## src/rtl/speed_ascii_pkg.sv

```systemverilog
// -----------------------------------------------------------------------------
// speed_ascii_pkg
// Shared definitions for the speed-to-ASCII framer:
//   state_t     - framer FSM states (IDLE, CONVERT, EMIT)
//   ASCII_*     - character constants used when building a frame
//   min_digits  - smallest decimal digit count able to hold 2^width-1,
//                 used for the elaboration-time parameter check
// -----------------------------------------------------------------------------
package speed_ascii_pkg;

  typedef enum logic [1:0] {
    IDLE    = 2'd0,
    CONVERT = 2'd1,
    EMIT    = 2'd2
  } state_t;

  localparam logic [7:0] ASCII_ZERO = 8'h30;
  localparam logic [7:0] ASCII_CR   = 8'h0D;
  localparam logic [7:0] ASCII_LF   = 8'h0A;

  // Smallest d such that 10^d > 2^width - 1 (valid for width up to 63).
  function automatic int min_digits(input int width);
    longint unsigned max_val;
    longint unsigned pow10;
    int              digits;
    max_val = (64'd1 << width) - 64'd1;
    pow10   = 64'd10;
    digits  = 1;
    while (pow10 <= max_val) begin
      pow10  = pow10 * 64'd10;
      digits = digits + 1;
    end
    return digits;
  endfunction

endpackage

```

## src/rtl/speed_ascii_framer_if.sv

```systemverilog
// -----------------------------------------------------------------------------
// speed_ascii_framer_if
// Bundles the sample strobe and the FIFO write side of the framer.
//   done      - one-cycle strobe, speed valid
//   speed     - binary speed sample
//   fifo_full - downstream FIFO full flag
//   write     - FIFO write strobe
//   data      - byte presented with write (ASCII in [7:0])
//   busy      - frame in conversion or emission
//   overrun   - pulse: a sample was dropped because the framer was busy
// Modports: master = framer side, slave = producer/FIFO side.
// -----------------------------------------------------------------------------
interface speed_ascii_framer_if #(
  parameter int WIDTH_SPEED = 14,
  parameter int DATA_SIZE   = 8
);

  logic                   done;
  logic [WIDTH_SPEED-1:0] speed;
  logic                   fifo_full;
  logic                   write;
  logic [DATA_SIZE-1:0]   data;
  logic                   busy;
  logic                   overrun;

  modport master (
    input  done, speed, fifo_full,
    output write, data, busy, overrun
  );

  modport slave (
    output done, speed, fifo_full,
    input  write, data, busy, overrun
  );

endinterface

```

## src/rtl/bin2bcd_seq.sv

```systemverilog
// -----------------------------------------------------------------------------
// bin2bcd_seq
// Iterative double-dabble converter, one bit per clock.
//   clk, reset_n - clock, asynchronous active-low reset
//   start        - load bin, clear BCD and begin WIDTH shift cycles
//   bin          - binary value to convert
//   bcd          - packed BCD result, most significant digit in the top nibble
//   done_conv    - high during the cycle that performs the final shift;
//                  bcd holds the complete result from the next cycle on
// -----------------------------------------------------------------------------
module bin2bcd_seq
  import speed_ascii_pkg::*;
#(
  parameter int WIDTH  = 14,
  parameter int DIGITS = 5
) (
  input  logic                  clk,
  input  logic                  reset_n,
  input  logic                  start,
  input  logic [WIDTH-1:0]      bin,
  output logic [4*DIGITS-1:0]   bcd,
  output logic                  done_conv
);

  localparam int               CNT_W    = $clog2(WIDTH + 1);
  localparam logic [CNT_W-1:0] LAST_BIT = CNT_W'(WIDTH - 1);

  logic [WIDTH-1:0]    bin_r;
  logic [4*DIGITS-1:0] bcd_r;
  logic [4*DIGITS-1:0] bcd_adj_s;
  logic [CNT_W-1:0]    cnt_r;
  logic                active_r;

  // Add-3 correction on every nibble that is 5 or more, ahead of the shift.
  always_comb begin
    bcd_adj_s = bcd_r;
    for (int i = 0; i < DIGITS; i++) begin
      if (bcd_r[4*i +: 4] >= 4'd5) begin
        bcd_adj_s[4*i +: 4] = bcd_r[4*i +: 4] + 4'd3;
      end else begin
        bcd_adj_s[4*i +: 4] = bcd_r[4*i +: 4];
      end
    end
  end

  // Shift register {bcd, bin}, bit counter and run flag.
  always_ff @(posedge clk or negedge reset_n) begin
    if (!reset_n) begin
      bin_r    <= '0;
      bcd_r    <= '0;
      cnt_r    <= '0;
      active_r <= 1'b0;
    end else if (start) begin
      bin_r    <= bin;
      bcd_r    <= '0;
      cnt_r    <= '0;
      active_r <= 1'b1;
    end else if (active_r) begin
      {bcd_r, bin_r} <= {bcd_adj_s[4*DIGITS-2:0], bin_r, 1'b0};
      if (cnt_r == LAST_BIT) begin
        cnt_r    <= '0;
        active_r <= 1'b0;
      end else begin
        cnt_r    <= cnt_r + CNT_W'(1);
      end
    end else begin
      bin_r    <= bin_r;
      bcd_r    <= bcd_r;
      cnt_r    <= cnt_r;
      active_r <= active_r;
    end
  end

  assign bcd       = bcd_r;
  assign done_conv = active_r && (cnt_r == LAST_BIT);

endmodule

```

## src/rtl/speed_ascii_framer.sv

```systemverilog
// -----------------------------------------------------------------------------
// speed_ascii_framer
// Converts a binary speed sample to decimal ASCII and pushes
// "<digits>\r\n" into a UART transmit FIFO one byte per cycle.
//   clk     - system clock
//   reset_n - asynchronous active-low reset
//   bus     - speed_ascii_framer_if.master (done/speed in, FIFO write out,
//             busy, overrun)
// Optional build macro SPEED_ASCII_LZS_EN: suppress leading zero digits
// (the last digit is always sent, so 0 becomes "0\r\n").
// -----------------------------------------------------------------------------
module speed_ascii_framer
  import speed_ascii_pkg::*;
#(
  parameter int WIDTH_SPEED = 14,
  parameter int NUM_DIGITS  = 5,
  parameter int DATA_SIZE   = 8
) (
  input  logic                   clk,
  input  logic                   reset_n,
  speed_ascii_framer_if.master   bus
);

  if (NUM_DIGITS < min_digits(WIDTH_SPEED)) begin : g_digits_check
    $error("speed_ascii_framer: NUM_DIGITS cannot represent 2^WIDTH_SPEED-1");
  end
  if (DATA_SIZE < 8) begin : g_data_check
    $error("speed_ascii_framer: DATA_SIZE must be at least 8");
  end

  // Character index runs over the digits, then CR, then LF.
  localparam int               IDX_W    = $clog2(NUM_DIGITS + 2);
  localparam logic [IDX_W-1:0] LAST_IDX = IDX_W'(NUM_DIGITS + 1);
  localparam logic [IDX_W-1:0] CR_IDX   = IDX_W'(NUM_DIGITS);

  state_t                  state_r;
  state_t                  state_nx_s;
  logic [IDX_W-1:0]        idx_r;
  logic [IDX_W-1:0]        eff_idx_s;
  logic                    overrun_r;
  logic                    start_s;
  logic                    conv_last_s;
  logic [4*NUM_DIGITS-1:0] bcd_s;
  logic                    write_s;
  logic                    busy_s;
  logic [3:0]              digit_s;
  logic [7:0]              char_s;

  assign start_s = (state_r == IDLE) && bus.done;

  bin2bcd_seq #(
    .WIDTH  (WIDTH_SPEED),
    .DIGITS (NUM_DIGITS)
  ) u_bin2bcd (
    .clk       (clk),
    .reset_n   (reset_n),
    .start     (start_s),
    .bin       (bus.speed),
    .bcd       (bcd_s),
    .done_conv (conv_last_s)
  );

`ifdef SPEED_ASCII_LZS_EN
  logic [IDX_W-1:0] first_nz_s;

  // Index of the first nonzero digit, MSD = 0; the last digit is always kept.
  always_comb begin
    first_nz_s = IDX_W'(NUM_DIGITS - 1);
    for (int i = NUM_DIGITS - 2; i >= 0; i--) begin
      if (bcd_s[4*(NUM_DIGITS-1-i) +: 4] != 4'd0) begin
        first_nz_s = IDX_W'(i);
      end else begin
        first_nz_s = first_nz_s;
      end
    end
  end

  // Skipped digits cost no cycles: the index is lifted straight past them.
  assign eff_idx_s = (idx_r < first_nz_s) ? first_nz_s : idx_r;
`else
  assign eff_idx_s = idx_r;
`endif

  // State register.
  always_ff @(posedge clk or negedge reset_n) begin
    if (!reset_n) begin
      state_r <= IDLE;
    end else begin
      state_r <= state_nx_s;
    end
  end

  // Next-state logic.
  always_comb begin
    state_nx_s = state_r;
    case (state_r)
      IDLE: begin
        if (bus.done) state_nx_s = CONVERT;
        else          state_nx_s = IDLE;
      end
      CONVERT: begin
        if (conv_last_s) state_nx_s = EMIT;
        else             state_nx_s = CONVERT;
      end
      EMIT: begin
        if (write_s && (eff_idx_s == LAST_IDX)) state_nx_s = IDLE;
        else                                    state_nx_s = EMIT;
      end
      default: state_nx_s = IDLE;
    endcase
  end

  // Outputs: write is gated only by fifo_full so a full FIFO never sees a write;
  // the byte comes from registered index and BCD, so it holds during a stall.
  always_comb begin
    write_s = (state_r == EMIT) && !bus.fifo_full;
    busy_s  = (state_r != IDLE);
    digit_s = 4'd0;
    for (int i = 0; i < NUM_DIGITS; i++) begin
      if (eff_idx_s == IDX_W'(i)) begin
        digit_s = bcd_s[4*(NUM_DIGITS-1-i) +: 4];
      end else begin
        digit_s = digit_s;
      end
    end
    if (state_r != EMIT) begin
      char_s = 8'h00;
    end else if (eff_idx_s < CR_IDX) begin
      char_s = ASCII_ZERO | {4'd0, digit_s};
    end else if (eff_idx_s == CR_IDX) begin
      char_s = ASCII_CR;
    end else begin
      char_s = ASCII_LF;
    end
  end

  // Character index: cleared outside EMIT, advanced only on an accepted write.
  always_ff @(posedge clk or negedge reset_n) begin
    if (!reset_n) begin
      idx_r <= '0;
    end else if (state_r != EMIT) begin
      idx_r <= '0;
    end else if (write_s) begin
      if (eff_idx_s == LAST_IDX) idx_r <= '0;
      else                       idx_r <= eff_idx_s + IDX_W'(1);
    end else begin
      idx_r <= idx_r;
    end
  end

  // Overrun pulse: a strobe seen while not IDLE is dropped.
  always_ff @(posedge clk or negedge reset_n) begin
    if (!reset_n) begin
      overrun_r <= 1'b0;
    end else begin
      overrun_r <= bus.done && (state_r != IDLE);
    end
  end

  assign bus.write   = write_s;
  assign bus.busy    = busy_s;
  assign bus.data    = DATA_SIZE'(char_s);
  assign bus.overrun = overrun_r;

endmodule

```

## src/flat_wrapper.sv

```systemverilog
// flat-port wrapper written by rule: the top's interface ports become plain ports
module speed_ascii_framer_flat import speed_ascii_pkg::*;
#(
  parameter int WIDTH_SPEED = 14,
  parameter int NUM_DIGITS  = 5,
  parameter int DATA_SIZE   = 8
)
  (clk, reset_n, bus_done, bus_speed, bus_fifo_full, bus_write, bus_data, bus_busy, bus_overrun);
  speed_ascii_framer_if #(.WIDTH_SPEED(WIDTH_SPEED), .DATA_SIZE(DATA_SIZE)) bus_i ();
  input  logic clk;
  input  logic reset_n;
  input wire logic [$bits(bus_i.done)-1:0] bus_done;
  input wire logic [$bits(bus_i.speed)-1:0] bus_speed;
  input wire logic [$bits(bus_i.fifo_full)-1:0] bus_fifo_full;
  output wire logic [$bits(bus_i.write)-1:0] bus_write;
  output wire logic [$bits(bus_i.data)-1:0] bus_data;
  output wire logic [$bits(bus_i.busy)-1:0] bus_busy;
  output wire logic [$bits(bus_i.overrun)-1:0] bus_overrun;
  assign bus_i.done = bus_done;
  assign bus_i.speed = bus_speed;
  assign bus_i.fifo_full = bus_fifo_full;
  assign bus_write = bus_i.write;
  assign bus_data = bus_i.data;
  assign bus_busy = bus_i.busy;
  assign bus_overrun = bus_i.overrun;
  speed_ascii_framer #(.WIDTH_SPEED(WIDTH_SPEED), .NUM_DIGITS(NUM_DIGITS), .DATA_SIZE(DATA_SIZE)) u_core (.clk(clk), .reset_n(reset_n), .bus(bus_i));
endmodule
```

## config.mk

```make
export PLATFORM = sky130hd
export DESIGN_NAME = speed_ascii_framer_flat
export DESIGN_NICKNAME = d
export VERILOG_FILES = /design/src/rtl/speed_ascii_pkg.sv /design/src/rtl/speed_ascii_framer_if.sv /design/src/rtl/bin2bcd_seq.sv /design/src/rtl/speed_ascii_framer.sv /design/src/flat_wrapper.sv
export SDC_FILE = /design/constraint.sdc
export NUM_CORES = 1
export LEC_CHECK = 0
export ABC_AREA = 1
export BUFFER_PORTS_ARGS = -buffer_cell sky130_fd_sc_hd__buf_2
export CORE_MARGIN = 3
export CORE_UTILIZATION = 50
export CTS_CLUSTER_DIAMETER = 60
export DETAILED_ROUTE_END_ITERATION = 7
export PLACE_DENSITY = 0.79
export SLEW_MARGIN = 20
export SYNTH_ARGS = -nofsm -noshare
export SYNTH_HDL_FRONTEND = slang
export SYNTH_HIERARCHICAL = 1
export SYNTH_SLANG_ARGS = --single-unit
```

## constraint.sdc

```tcl
create_clock -name clk -period 3.7 [get_ports clk]
set_input_delay 0.74 -clock clk [delete_from_list [all_inputs] [get_ports clk]]
set_output_delay 0.74 -clock clk [all_outputs]
set_load 0.01 [all_outputs]
```

==> impl_results.md <==
* Clock Skew at 0.00357 ns
* Mapped Area at 2730 um2
* PostCTS Resize Cnt at 0
* Final hold violation count at 0
* CP max FO at 11
* Core area at 5200 um2
* Layout cells sized above 1 at 15.4%
* Status: complete, no violations
* Critical path origin: u_core/eff_idx_s[2]$_DFFE_PN0P_
* Wirelength per Cell at 12.9 um
* FF-to-FF setup slack at 1.72 ns
* Vias in the first global route at 2,280
* Syn. warnings at 6
* Syn Area/Cell at 7.85 um2
* Critical path type: reg -> out
* Worst-path cell chain: inv_1 > ha_1 > inv_1 > nor2_1 > nor2_1 > nand2_1 > a21oi_2 > buf_2
* Die W at 79.8 um
* Final cell count without fillers at 441
* Longest Clk Path Bufs at 2
* Max-cap violations at 0
* Sequential cell area fraction in the yosys report at 41.3%
* Slowest CP cell: dfrtp_1
* Reg2reg start: u_core/state_r[0]$_DFF_PN0_
* Worst VDD drop at 0.473 mV
* Total Wirelength at 5.69 mm
* Setup TNS at 0 ns
* Crit path DAT at 1.90 ns
* GR Util All Layers at 19.5%
* Area leader, netlist: dfrtp_1
* Lkg Pwr at 1.49 nW
* R2R Path End: u_core/u_bin2bcd/cnt_r[2]$_DFFE_PN0P_
* Top-area cell type share of the netlist area at 41.3%
* Post-DP HPWL at 4.14 mm
* I/O Buffers at 26
* Detailed Route Iter0 Violations at 181
* Max incr delay on CP at 0.56 ns
* Pwr Density at 796 nW/um2
* Fmax at 378 MHz
* Pin count of the biggest net entering global routing at 46
* CTS Hold Buffers Added at 0
* R2R cell count at 9
* Post-CTS setup buffers at 0
* Worst slew pin tran at 0.575 ns
* CTS tree: built
* Area grow syn2layout at 7.94%
* Cell count after synthesis at 347
* Vias post-DR at 2,398
* N_diodes at 0
* Rows at 26
* Initial antenna violation count at 0
* DRT Pass-1 Iters at 4
* Final hold slack at 0.423 ns
* Final setup violation count at 0
* Final antenna-violating net count at 0
* Synth area leaders: dfrtp_1 (41%), nand2_1 (13%), ha_1 (6.0%)
* Period utilisation layout at 71.4%
* Dpl cells at 433
* GPL Wtd Cong at 0.855
* Cts bufs inserted at 5
* Setup crit end kind: primary output
* # IOs at 29
* Power Total at 2.34 mW
* Fin nets at 401
* Setup crit start kind: flop
* Clock Root Buffer: clkbuf_8
* Global-route wire length before repair at 9.95 mm
* Vias/cell at 5.44
* Die footprint at 6370 um2
* Critical Path Sink: bus_data[0]
* Fin crit period at 2.64 ns
* Final Util at 56.5%
* # DRC at 0
* Flop and latch count out of synthesis at 45
* Clock Latency Late Sink at 0.30 ns
* Yosys cell types at 32
* Overflow after GRT at 0
* Relative slew slack at 61.6%
* Reg clk slew, reported paths at 0.09 ns
* Hold crit path type: in -> async
* Unrepaired setup endpoints after global routing: no
* Die H at 79.8 um
* Slew Viols, Final at 0
* # clock sinks at 45
* Initial Utilization at 52.4%
* Critical Path RT at 2.96 ns
* Fillcell total at 511
* Max H-tree Level at 2
[cell families after synthesis]
| group | synth area share [%] |
|---|---|
| xor+xnor | 0.321 |
| flops | 41.3 |
| fa+ha+maj | 5.97 |
| simple gates | 27.5 |
| buf+inv | 10.4 |
| other cells | 0.138 |
| compound gates | 14.3 |
[power breakdown]
| part | switching [mW] | total (mW) | internal, mW |
|---|---|---|---|
| sequential | 0.210 | 0.924 | 0.714 |
| clock | 0.174 | 0.308 | 0.134 |
| combinational | 0.697 | 1.11 | 0.412 |
[how the worst min path moves through the flow]
stage / from / endpoint / slack (ns) / cells after the start
final: reset_n / u_core/state_r[1]$_DFF_PN0_ / 0.42 / 1
after floorplan: reset_n / u_core/bus.overrun$_DFF_PN0_ / 0.44 / 0
after global routing: reset_n / u_core/state_r[1]$_DFF_PN0_ / 0.46 / 1
after CTS: u_core/u_bin2bcd/bin_r[4]$_DFFE_PN0P_ / u_core/u_bin2bcd/bin_r[5]$_DFFE_PN0P_ / 0.51 / 2
after global placement: u_core/u_bin2bcd/bin_r[4]$_DFFE_PN0P_ / u_core/u_bin2bcd/bin_r[5]$_DFFE_PN0P_ / 0.48 / 2
after detailed placement: u_core/u_bin2bcd/bin_r[4]$_DFFE_PN0P_ / u_core/u_bin2bcd/bin_r[5]$_DFFE_PN0P_ / 0.48 / 2
[worst max-delay path: cells and delay by family (launching register included)]
| kind | cells | cell delay (ns) |
|---|---|---|
| compound gates | 1 | 0.10 |
| fa+ha+maj | 1 | 0.31 |
| buf+inv | 3 | 0.44 |
| simple gates | 3 | 0.20 |
| flops | 1 | 0.56 |
[state kept, by name (all words and copies together), names as in the netlist]
name and cells:
u_core/eff_idx_s 3, u_core/u_bin2bcd/bcd 20, u_core/u_bin2bcd/bin_r 14, u_core/u_bin2bcd/active_r 1, u_core/bus.overrun 1, u_core/u_bin2bcd/cnt_r 4
u_core/state_r 2
[final cells by class]
cell class	count	area [um2]	share of cell area (%)
Multi-Input combinational cell	244	1320	44.8
Sequential cell	45	1130	38.3
Inverter	47	179	6.08
Timing Repair Buffer	27	140	4.76
Tap cell	70	87.6	2.98
Clock buffer	5	68.8	2.34
Clock inverter	3	21.3	0.723
[cells in the mapped netlist, drive strengths merged]
cell type	n
nand2	99
inv	47
dfrtp	45
nand3	30
nor2	26
a21oi	16
o21ai	15
o22ai	15
ha	13
buf	12
nand4	11
o221ai	5
o211ai	4
o21bai	4
nor3	2
a22oi	1
conb	1
xnor2	1
[cells in the final DEF (no fill, tap or decap), types with 4 or more instances in the layout]
cell type	n
nor2_1	19
nand3_1	29
nand2_1	97
nor2_2	5
a21oi_1	11
nand4_1	11
buf_2	25
a21oi_2	5
ha_1	13
inv_1	42
dfrtp_1	45
clkbuf_8	5
o221ai_1	5
o22ai_1	14
o21bai_1	4
inv_2	4
o21ai_0	13
[through the flow]
step                      area, um2  worst slack (ns)
after CTS                      2940              1.05
after global routing           2940             0.880
after floorplan                2730              1.78
after detailed placement       2850              1.35
after global placement         2850              1.45
final                          2940              1.06
[per-layer routing]
layer	vias to the layer above	part of all wire [%]	track usage, %	wire length (um)
met5	-	0	0	0
met1	1133	47	25.8	2650
met3	4	5.6	4.85	320
li1	1190	-	-	-
met4	0	0.46	4.05	26
met2	71	47	32.5	2700
Power figures use the tool's default switching activity.
